<file path="config.mk">
export PLATFORM = sky130hd
export DESIGN_NAME = mult8_seq_2bits_ctrl
export DESIGN_NICKNAME = d
export VERILOG_FILES = /design/src/rtl/mult8_seq_2bits_ctrl.sv
export SDC_FILE = /design/constraint.sdc
export NUM_CORES = 1
export LEC_CHECK = 0
export CAP_MARGIN = 20
export CORE_MARGIN = 8
export CORE_UTILIZATION = 50
export CTS_BUF_LIST = sky130_fd_sc_hd__clkbuf_2
export DETAILED_ROUTE_END_ITERATION = 7
export PLACE_DENSITY = 0.74
export SLEW_MARGIN = 15
export SYNTH_ARGS = -nofsm -noshare
export SYNTH_HDL_FRONTEND = slang
export SYNTH_SLANG_ARGS = --single-unit
</file>
<file path="constraint.sdc">
create_clock -name clk -period 3.9 [get_ports clk]
set_clock_uncertainty 0.2 [all_clocks]
set_input_delay 0.78 -clock clk [delete_from_list [all_inputs] [get_ports clk]]
set_output_delay 0.78 -clock clk [all_outputs]
set_load 0.01 [all_outputs]
</file>
<file path="src/rtl/mult8_seq_2bits_ctrl.sv">
// -----------------------------------------------------------------------------
// mult8_seq_2bits_ctrl
//
// Computes an 8x8 unsigned product by driving one external combinational 4x4
// multiplier core over four consecutive cycles. It accumulates the four
// shifted partial products into a 16-bit result.
//
// Operands enter through a valid/ready handshake. The product leaves through
// a valid/ready handshake.
//
// Ports:
//   clk        rising-edge clock for all state
//   rst_n      synchronous active-low reset
//   in_valid   A/B are valid
//   in_ready   operands can be accepted (IDLE only)
//   A, B       8-bit unsigned operands
//   out_valid  P holds a completed product
//   out_ready  consumer accepts P
//   P          registered 16-bit product
//   mul_a      A nibble driven to the external 4x4 core
//   mul_b      B nibble driven to the external 4x4 core
//   mul_p      8-bit product returned by the core
//   busy       high in every state other than IDLE
//   op_count   number of delivered products (wraps)
// -----------------------------------------------------------------------------
module mult8_seq_2bits_ctrl (
  input  logic        clk,
  input  logic        rst_n,
  input  logic        in_valid,
  output logic        in_ready,
  input  logic [7:0]  A,
  input  logic [7:0]  B,
  output logic        out_valid,
  input  logic        out_ready,
  output logic [15:0] P,
  output logic [3:0]  mul_a,
  output logic [3:0]  mul_b,
  input  logic [7:0]  mul_p,
  output logic        busy,
  output logic [15:0] op_count
);

  typedef enum logic [2:0] {
    S_IDLE = 3'd0,
    S_LL   = 3'd1,
    S_LH   = 3'd2,
    S_HL   = 3'd3,
    S_HH   = 3'd4,
    S_DONE = 3'd5
  } state_t;

  state_t      state_reg, state_next;
  logic [7:0]  a_reg, b_reg;
  logic [15:0] acc_reg, acc_next;
  logic [15:0] p_reg;
  logic [15:0] count_reg;
  logic [15:0] term;

  // Nibble views of the captured operands: index 0 is the low nibble, 1 the high.
  logic [3:0] a_nib [2];
  logic [3:0] b_nib [2];

  genvar gi;
  generate
    for (gi = 0; gi < 2; gi++) begin : g_nib
      assign a_nib[gi] = a_reg[gi*4 +: 4];
      assign b_nib[gi] = b_reg[gi*4 +: 4];
    end
  endgenerate

  // State register
  always_ff @(posedge clk) begin
    if (!rst_n) state_reg <= S_IDLE;
    else        state_reg <= state_next;
  end

  // Next-state logic
  always_comb begin
    state_next = state_reg;
    case (state_reg)
      S_IDLE:  if (in_valid)  state_next = S_LL;
      S_LL:                   state_next = S_LH;
      S_LH:                   state_next = S_HL;
      S_HL:                   state_next = S_HH;
      S_HH:                   state_next = S_DONE;
      S_DONE:  if (out_ready) state_next = S_IDLE;
      default:                state_next = S_IDLE;
    endcase
  end

  // Output / core-drive logic. The core is fed only from the captured operands.
  // Each partial product is zero-extended and aligned to its nibble weight.
  always_comb begin
    in_ready  = 1'b0;
    out_valid = 1'b0;
    busy      = 1'b1;
    mul_a     = 4'h0;
    mul_b     = 4'h0;
    term      = 16'h0000;
    case (state_reg)
      S_IDLE: begin
        in_ready = 1'b1;
        busy     = 1'b0;
      end
      S_LL: begin
        mul_a = a_nib[0];
        mul_b = b_nib[0];
        term  = {8'h00, mul_p};
      end
      S_LH: begin
        mul_a = a_nib[0];
        mul_b = b_nib[1];
        term  = {4'h0, mul_p, 4'h0};
      end
      S_HL: begin
        mul_a = a_nib[1];
        mul_b = b_nib[0];
        term  = {4'h0, mul_p, 4'h0};
      end
      S_HH: begin
        mul_a = a_nib[1];
        mul_b = b_nib[1];
        term  = {mul_p, 8'h00};
      end
      S_DONE: out_valid = 1'b1;
      default: ;
    endcase
  end

  // The sum never exceeds 0xFE01, so 16 bits cannot overflow.
  assign acc_next = acc_reg + term;

  // Datapath: operand capture, accumulation, result and delivery counter
  always_ff @(posedge clk) begin
    if (!rst_n) begin
      a_reg     <= 8'h00;
      b_reg     <= 8'h00;
      acc_reg   <= 16'h0000;
      p_reg     <= 16'h0000;
      count_reg <= 16'h0000;
    end else begin
      case (state_reg)
        S_IDLE: begin
          if (in_valid) begin
            a_reg   <= A;
            b_reg   <= B;
            acc_reg <= 16'h0000;
          end
        end
        S_LL, S_LH, S_HL: acc_reg <= acc_next;
        S_HH: begin
          acc_reg <= acc_next;
          p_reg   <= acc_next;
        end
        S_DONE: begin
          if (out_ready) count_reg <= count_reg + 16'd1;
        end
        default: ;
      endcase
    end
  end

  assign P        = p_reg;
  assign op_count = count_reg;

endmodule

</file>
# [Word level (Yosys, flattened, before mapping)]
# Index checks and enable logic that the tools add are counted.
[totals] mem_bits_ro=0 out_inout_bits=43 n_memories=0 latchBits=0 ff_bits=67 inputBits=28 wordCells=38 ramBits=0
[op_classes] n_reduce_logical=12 magnitude_cmp=0 multipliers=0 div_mod_pow=0 eq_ne=7 n_bitwise=0 mux=11 add_sub_neg=2 shifts=0
[op_table] cell="one-hot mux 16 bit (3 select lines)" n=1
[op_table] cell="one-hot mux 16 bit (2 select lines)" n=1
[op_table] cell="one-hot mux 3 bit (6 select lines)" n=1
[op_table] cell="adder 16 x 1 -> 16 bit (second input constant)" n=1
[op_table] cell="adder 16 bit" n=1
[op_table] cell="2-to-1 mux 16 bit" n=1
[op_table] cell="one-hot mux 4 bit (2 select lines)" n=2
[op_table] cell="OR reduction 2 bit" n=5
[op_table] cell="AND reduction 2 bit" n=4
[op_table] cell="equality test 3 x 2 -> 1 bit (second input constant)" n=2
[op_table] cell="equality test 3 bit (second input constant)" n=2
[op_table] cell="2-to-1 mux 3 bit" n=2
[op_table] cell="!= test 2 bit (second input constant)" n=2
[op_table] cell="OR reduction 4 bit" n=1
[op_table] cell="equality test 3 x 1 -> 1 bit (second input constant)" n=1
[op_table] cell="zero test 3 bit" n=1
[op_table] cell="2-to-1 mux 1 bit" n=3
[op_table] cell="nonzero test 2 bit" n=1

# [Longest topological paths before layout]
# Gate-level depths: netlist of run 1.
[logic_depth] word_depth=5 ltp_mapped=11 mapped_depth_nobuf=10

# [Worst setup path before layout of run 1]
# OpenSTA, ideal clock, no wires.
[synth_path] path_type="register to register" startpoint="reg state_reg[1]" endpoint="reg acc_reg[13]" arrival_time_ps=2505 setup_slack_ps=1133 period_less_slack_ps=2767 path_stages_with_launch=11 path_buffers=1 setup_ps=63 required_ps=3637 path_cell_list="dfxtp_1 -> buf_2 -> nor2b_1 -> nor2b_1 -> and2_1 -> ha_1 -> a211oi_1 -> o21ai_1 -> nor4b_1 -> or4b_1 -> nand3_1"
[synth_between] elab_chain_len=5 word_cells_on_any_way=13 cone_classes="1 x add/sub; 5 x eq/ne; 2 x mux; 5 x reduce/logical"
[synth_lines] element="from (decl)" line="52" rtl="state_t state_reg, state_next;"
[synth_lines] element="from (signal assigned)" line="74" rtl="else state_reg <= state_next;"
[synth_lines] element="equality test 3 x 2 -> 1 bit" line="100, 142"
[synth_lines] element="OR reduction 2 bit (no line)"
[synth_lines] element="one-hot mux 16 bit (3 select lines)" line="100" rtl="case (state_reg)"
[synth_lines] element="adder 16 bit" line="131" rtl="assign acc_next = acc_reg + term;"
[synth_lines] element="one-hot mux 16 bit (2 select lines)" line="142" rtl="case (state_reg)"
[synth_lines] element="to (signal assigned)" line="150" rtl="S_LL, S_LH, S_HL: acc_reg <= acc_next;"
[synth_lines] element="to (signal assigned)" line="152" rtl="acc_reg <= acc_next;"
[synth_lines] element="to (decl)" line="54" rtl="logic [15:0] acc_reg, acc_next;"
# Parallel ways exist; a longest one is shown, timed or not.
# A chain may end at the register's enable or synchronous reset.

# [Worst setup path in the final report of run 1]
[layout_path] startpoint="reg state_reg[2]" endpoint="out mul_a[0]"
[layout_between] elab_chain_len=3 word_cells_on_any_way=7 cone_classes="4 x eq/ne; 1 x mux; 2 x reduce/logical"
[layout_lines] element="equality test 3 bit, or another cell as far along" line="100"
[layout_lines] element="OR reduction 2 bit (no line)"
[layout_lines] element="one-hot mux 4 bit (2 select lines) *" line="100"
[layout_lines] element="to (decl)" line="36" rtl="output logic [3:0] mul_a,"
# Every way passes the cells marked *; elsewhere a longest branch is shown, timed or not.

==> reports/qor.txt, run 1 <==
Root buffer cell - clkbuf_2
Fmax - 282 MHz
Min-delay worst type - reg -> reg
DRC viols - 0
Status - complete, no violations
Chip Width - 104 um
Period utilisation layout - 0.910
Final non-filler cell total - 639
Initial antenna violation count - 0
Clock Latency Late Sink - 0.50 ns
DR vias - 3,544
WP data required - 2.92 ns
# clock sinks - 67
DPL Wire Length - 7500 um
Layout Area Growth over Synthesis - 22.0%
FP Rows - 32
Critical path launch point type - flip-flop
Placed Cells incl. Taps - 624
Mapped Avg Cell Area - 8.21 um2
Max-slew violation count - 0
Relative slew margins - 0.535
Max FO, Critical Path - 17
Post-synthesis compound-gate area fraction - 0.213
Most frequent cells in the layout - 79 x nand2_1, 69 x clkdlybuf4s50_1, 67 x dfxtp_1
DRT iter0 DRCs - 160
FFs w/ async S/R, synth - 0
Post-synth EDFFs - 0
Critical-path top delay cell - dfxtp_1
Buf/Inv on CP - 2
Period minus WS final - 3.55 ns
First-pass GRT wire length - 17,000 um
CP Cell Sequence - nor3b_2 > buf_4 > nand2_1 > o21ai_0 > clkdlybuf4s50_1
Critical path arrival - 2.57 ns
PwrDens - 296 mW/mm2
Ys Warns - 0
RR Startpoint - state_reg[2]
Final ANT Viol Nets - 0
Final Setup Violations - 0
CTS tree - built
Post-Synth Simple-Gate Area - 0.273
Top delay family on crit path - buffers and inverters
GP Congestion - 0.894
Vias per cell - 5.55
XOR/XNOR Fraction of Synth Area - 0.0568
Post-synth top flop - dfxtp_1
Multi-input gate area - 0.00236 mm2
Seq/Total Area, Yosys - 0.348
Die H - 104 um
Final Util - 0.619
Worst IR Drop VDD - 0.207 mV
Commonest non-fill, non-tap cell in the layout - nand2_1
Vias in the first global route - 3,512
Post-synthesis mux area share - 0.0104
Synth Area in Adders - 0.0571
Longest Clk Path Bufs - 2
Fin. Hold Viols - 0
Post-Synthesis Net Count - 515
Port Buffer Count - 70
GRT overflow - 0
Pin count of the biggest net entering global routing - 39
Fillers - 702
Layout cell share with drive strength beyond 1 - 0.0615
CTS resizes - 0
Total Nets Final - 578
Max-cap violations - 0
FF/Latch Area - 0.00134 mm2
H-tree depth - 3
CP Capture Type - output port
HP Start - P[1]
Num ports - 71
Starting Density - 0.507
Total setup buffers inserted after CTS - 0
Library cells used by synthesis - 58
First drt pass iteration count - 4
ANT cells - 0
Post-Syn Area - 0.00386 mm2
GRT Util Overall - 0.189
CP Launch Point - state_reg[2]
Lkg Pwr - 1.81 nW
Total CTS buffers - 9
CORE AREA - 0.00761 mm2
Total Wirelength - 9950 um
Slew @ Worst Pin - 0.688 ns
DR WL/cell - 15.6 um
Fin Setup TNS - 0 ns
Setup repair after global routing missed its margin - no
Hold_buf cts - 0
Post-synthesis register bit count - 67
Die ar. - 0.0108 mm2
Cells after Synth - 470
Reg clk slew, reported paths - 0.18 ns
Critical path type - reg -> out
Slowest Stage Delay on Critical Path - 0.65 ns
Largest family of logic cells by synthesized area - simple AND/OR/NAND/NOR gates
## cells in the mapped netlist (all sizes together) (3+ instances only)
cell	count	area [um2]
nand2	80	303
dfxtp	67	1340
o21ai	33	165
and2	29	181
a21boi	23	173
a21oi	23	115
nand3	20	100
a22oi	18	135
ha	16	200
nor2b	16	100
nor2	15	56.3
xnor2	14	123
buf	13	87.6
clkbuf	12	45.0
xor2	11	96.3
nand4	8	65.1
inv	7	26.3
o211ai	7	52.6
and3	6	37.5
a32o	4	40.0
mux2i	4	40.0
or4b	4	40.0
a211oi	3	22.5
a21o	3	22.5
a32oi	3	26.3
nand2b	3	18.8
nor3b	3	32.5
or3	3	23.8
## metal layers
| metal | routed length, um | track usage | vias up | share of wire |
|---|---|---|---|---|
| met5 | 0 | 0 | - | 0 |
| met4 | 133 | 0.0714 | 0 | 0.013 |
| met3 | 644 | 0.0502 | 11 | 0.065 |
| met2 | 4450 | 0.295 | 122 | 0.45 |
| met1 | 4720 | 0.243 | 1624 | 0.47 |
| li1 | - | - | 1787 | - |
## metrics by stage
stage	setup slack, ns	total power, W	hold slack [ns]	cell area (um2)
6_report	0.351	0.00139	0.273	4710
5_1_grt	0.108	0.00147	0.312	4710
4_1_cts	0.310	0.00141	0.279	4710
3_5_place_dp	0.396	0.00101	0.252	4600
3_3_place_gp	0.366	0.00101	0.242	4600
2_1_floorplan	1.13	0.000917	0.230	3860
## final cells by class
class | count | share of cell area
Multi-Input combinational cell | 371 | 0.501
Sequential cell | 67 | 0.285
Timing Repair Buffer | 77 | 0.159
Tap cell | 102 | 0.0271
Clock inverter | 5 | 0.0117
Clock buffer | 10 | 0.0106
Inverter | 7 | 0.00558
## worst register-to-register path, stage by stage (launching register included)
cell      delay (ns)
dfxtp_1         0.65
nor3b_2         0.39
buf_4           0.29
and2_1          0.18
ha_1            0.26
inv_1           0.11
nor4_1          0.63
a211oi_1        0.16
mux2i_1         0.15
nand2_1         0.06
## path summary, 6_finish.rpt
check,to,slack (ns),cells after the start
worst max-delay path,mul_a[0],0.35,5
worst min register to register,P[1],0.27,2
worst max register to register,acc_reg[14],0.72,9
worst min-delay path,P[1],0.27,2
## power by group
group | internal, W | leakage, nW | switching (W)
Clock | 0.000145 | 0.0638 | 0.000251
Sequential | 0.000710 | 0.543 | 0.0000161
Combinational | 0.000117 | 1.21 | 0.000155
## kinds of logic (layout without fill, tap and decap cells)
kind of cell,count (synthesis),after routing
AND/OR/NAND/NOR,199,199
adder cells (fa/ha/maj),17,17
XOR/XNOR,25,25
multiplexers,4,4
AO/OA/AOI/OAI,126,126
buffers and inverters,32,99
flip-flops,67,67
Power figures use the tool's default switching activity.
==> run 2: changes to the inputs <==
ABC_CLOCK_PERIOD_IN_PS = 3900   (was default)
==> results of run 2 <==
The final DEF is identical to that of run 1; final timing and power are the same.
==> run 3: changes to the inputs <==
CAP_MARGIN = default   (was 20)
==> results of run 3 <==
The final DEF is identical to that of run 1; final timing and power are the same.
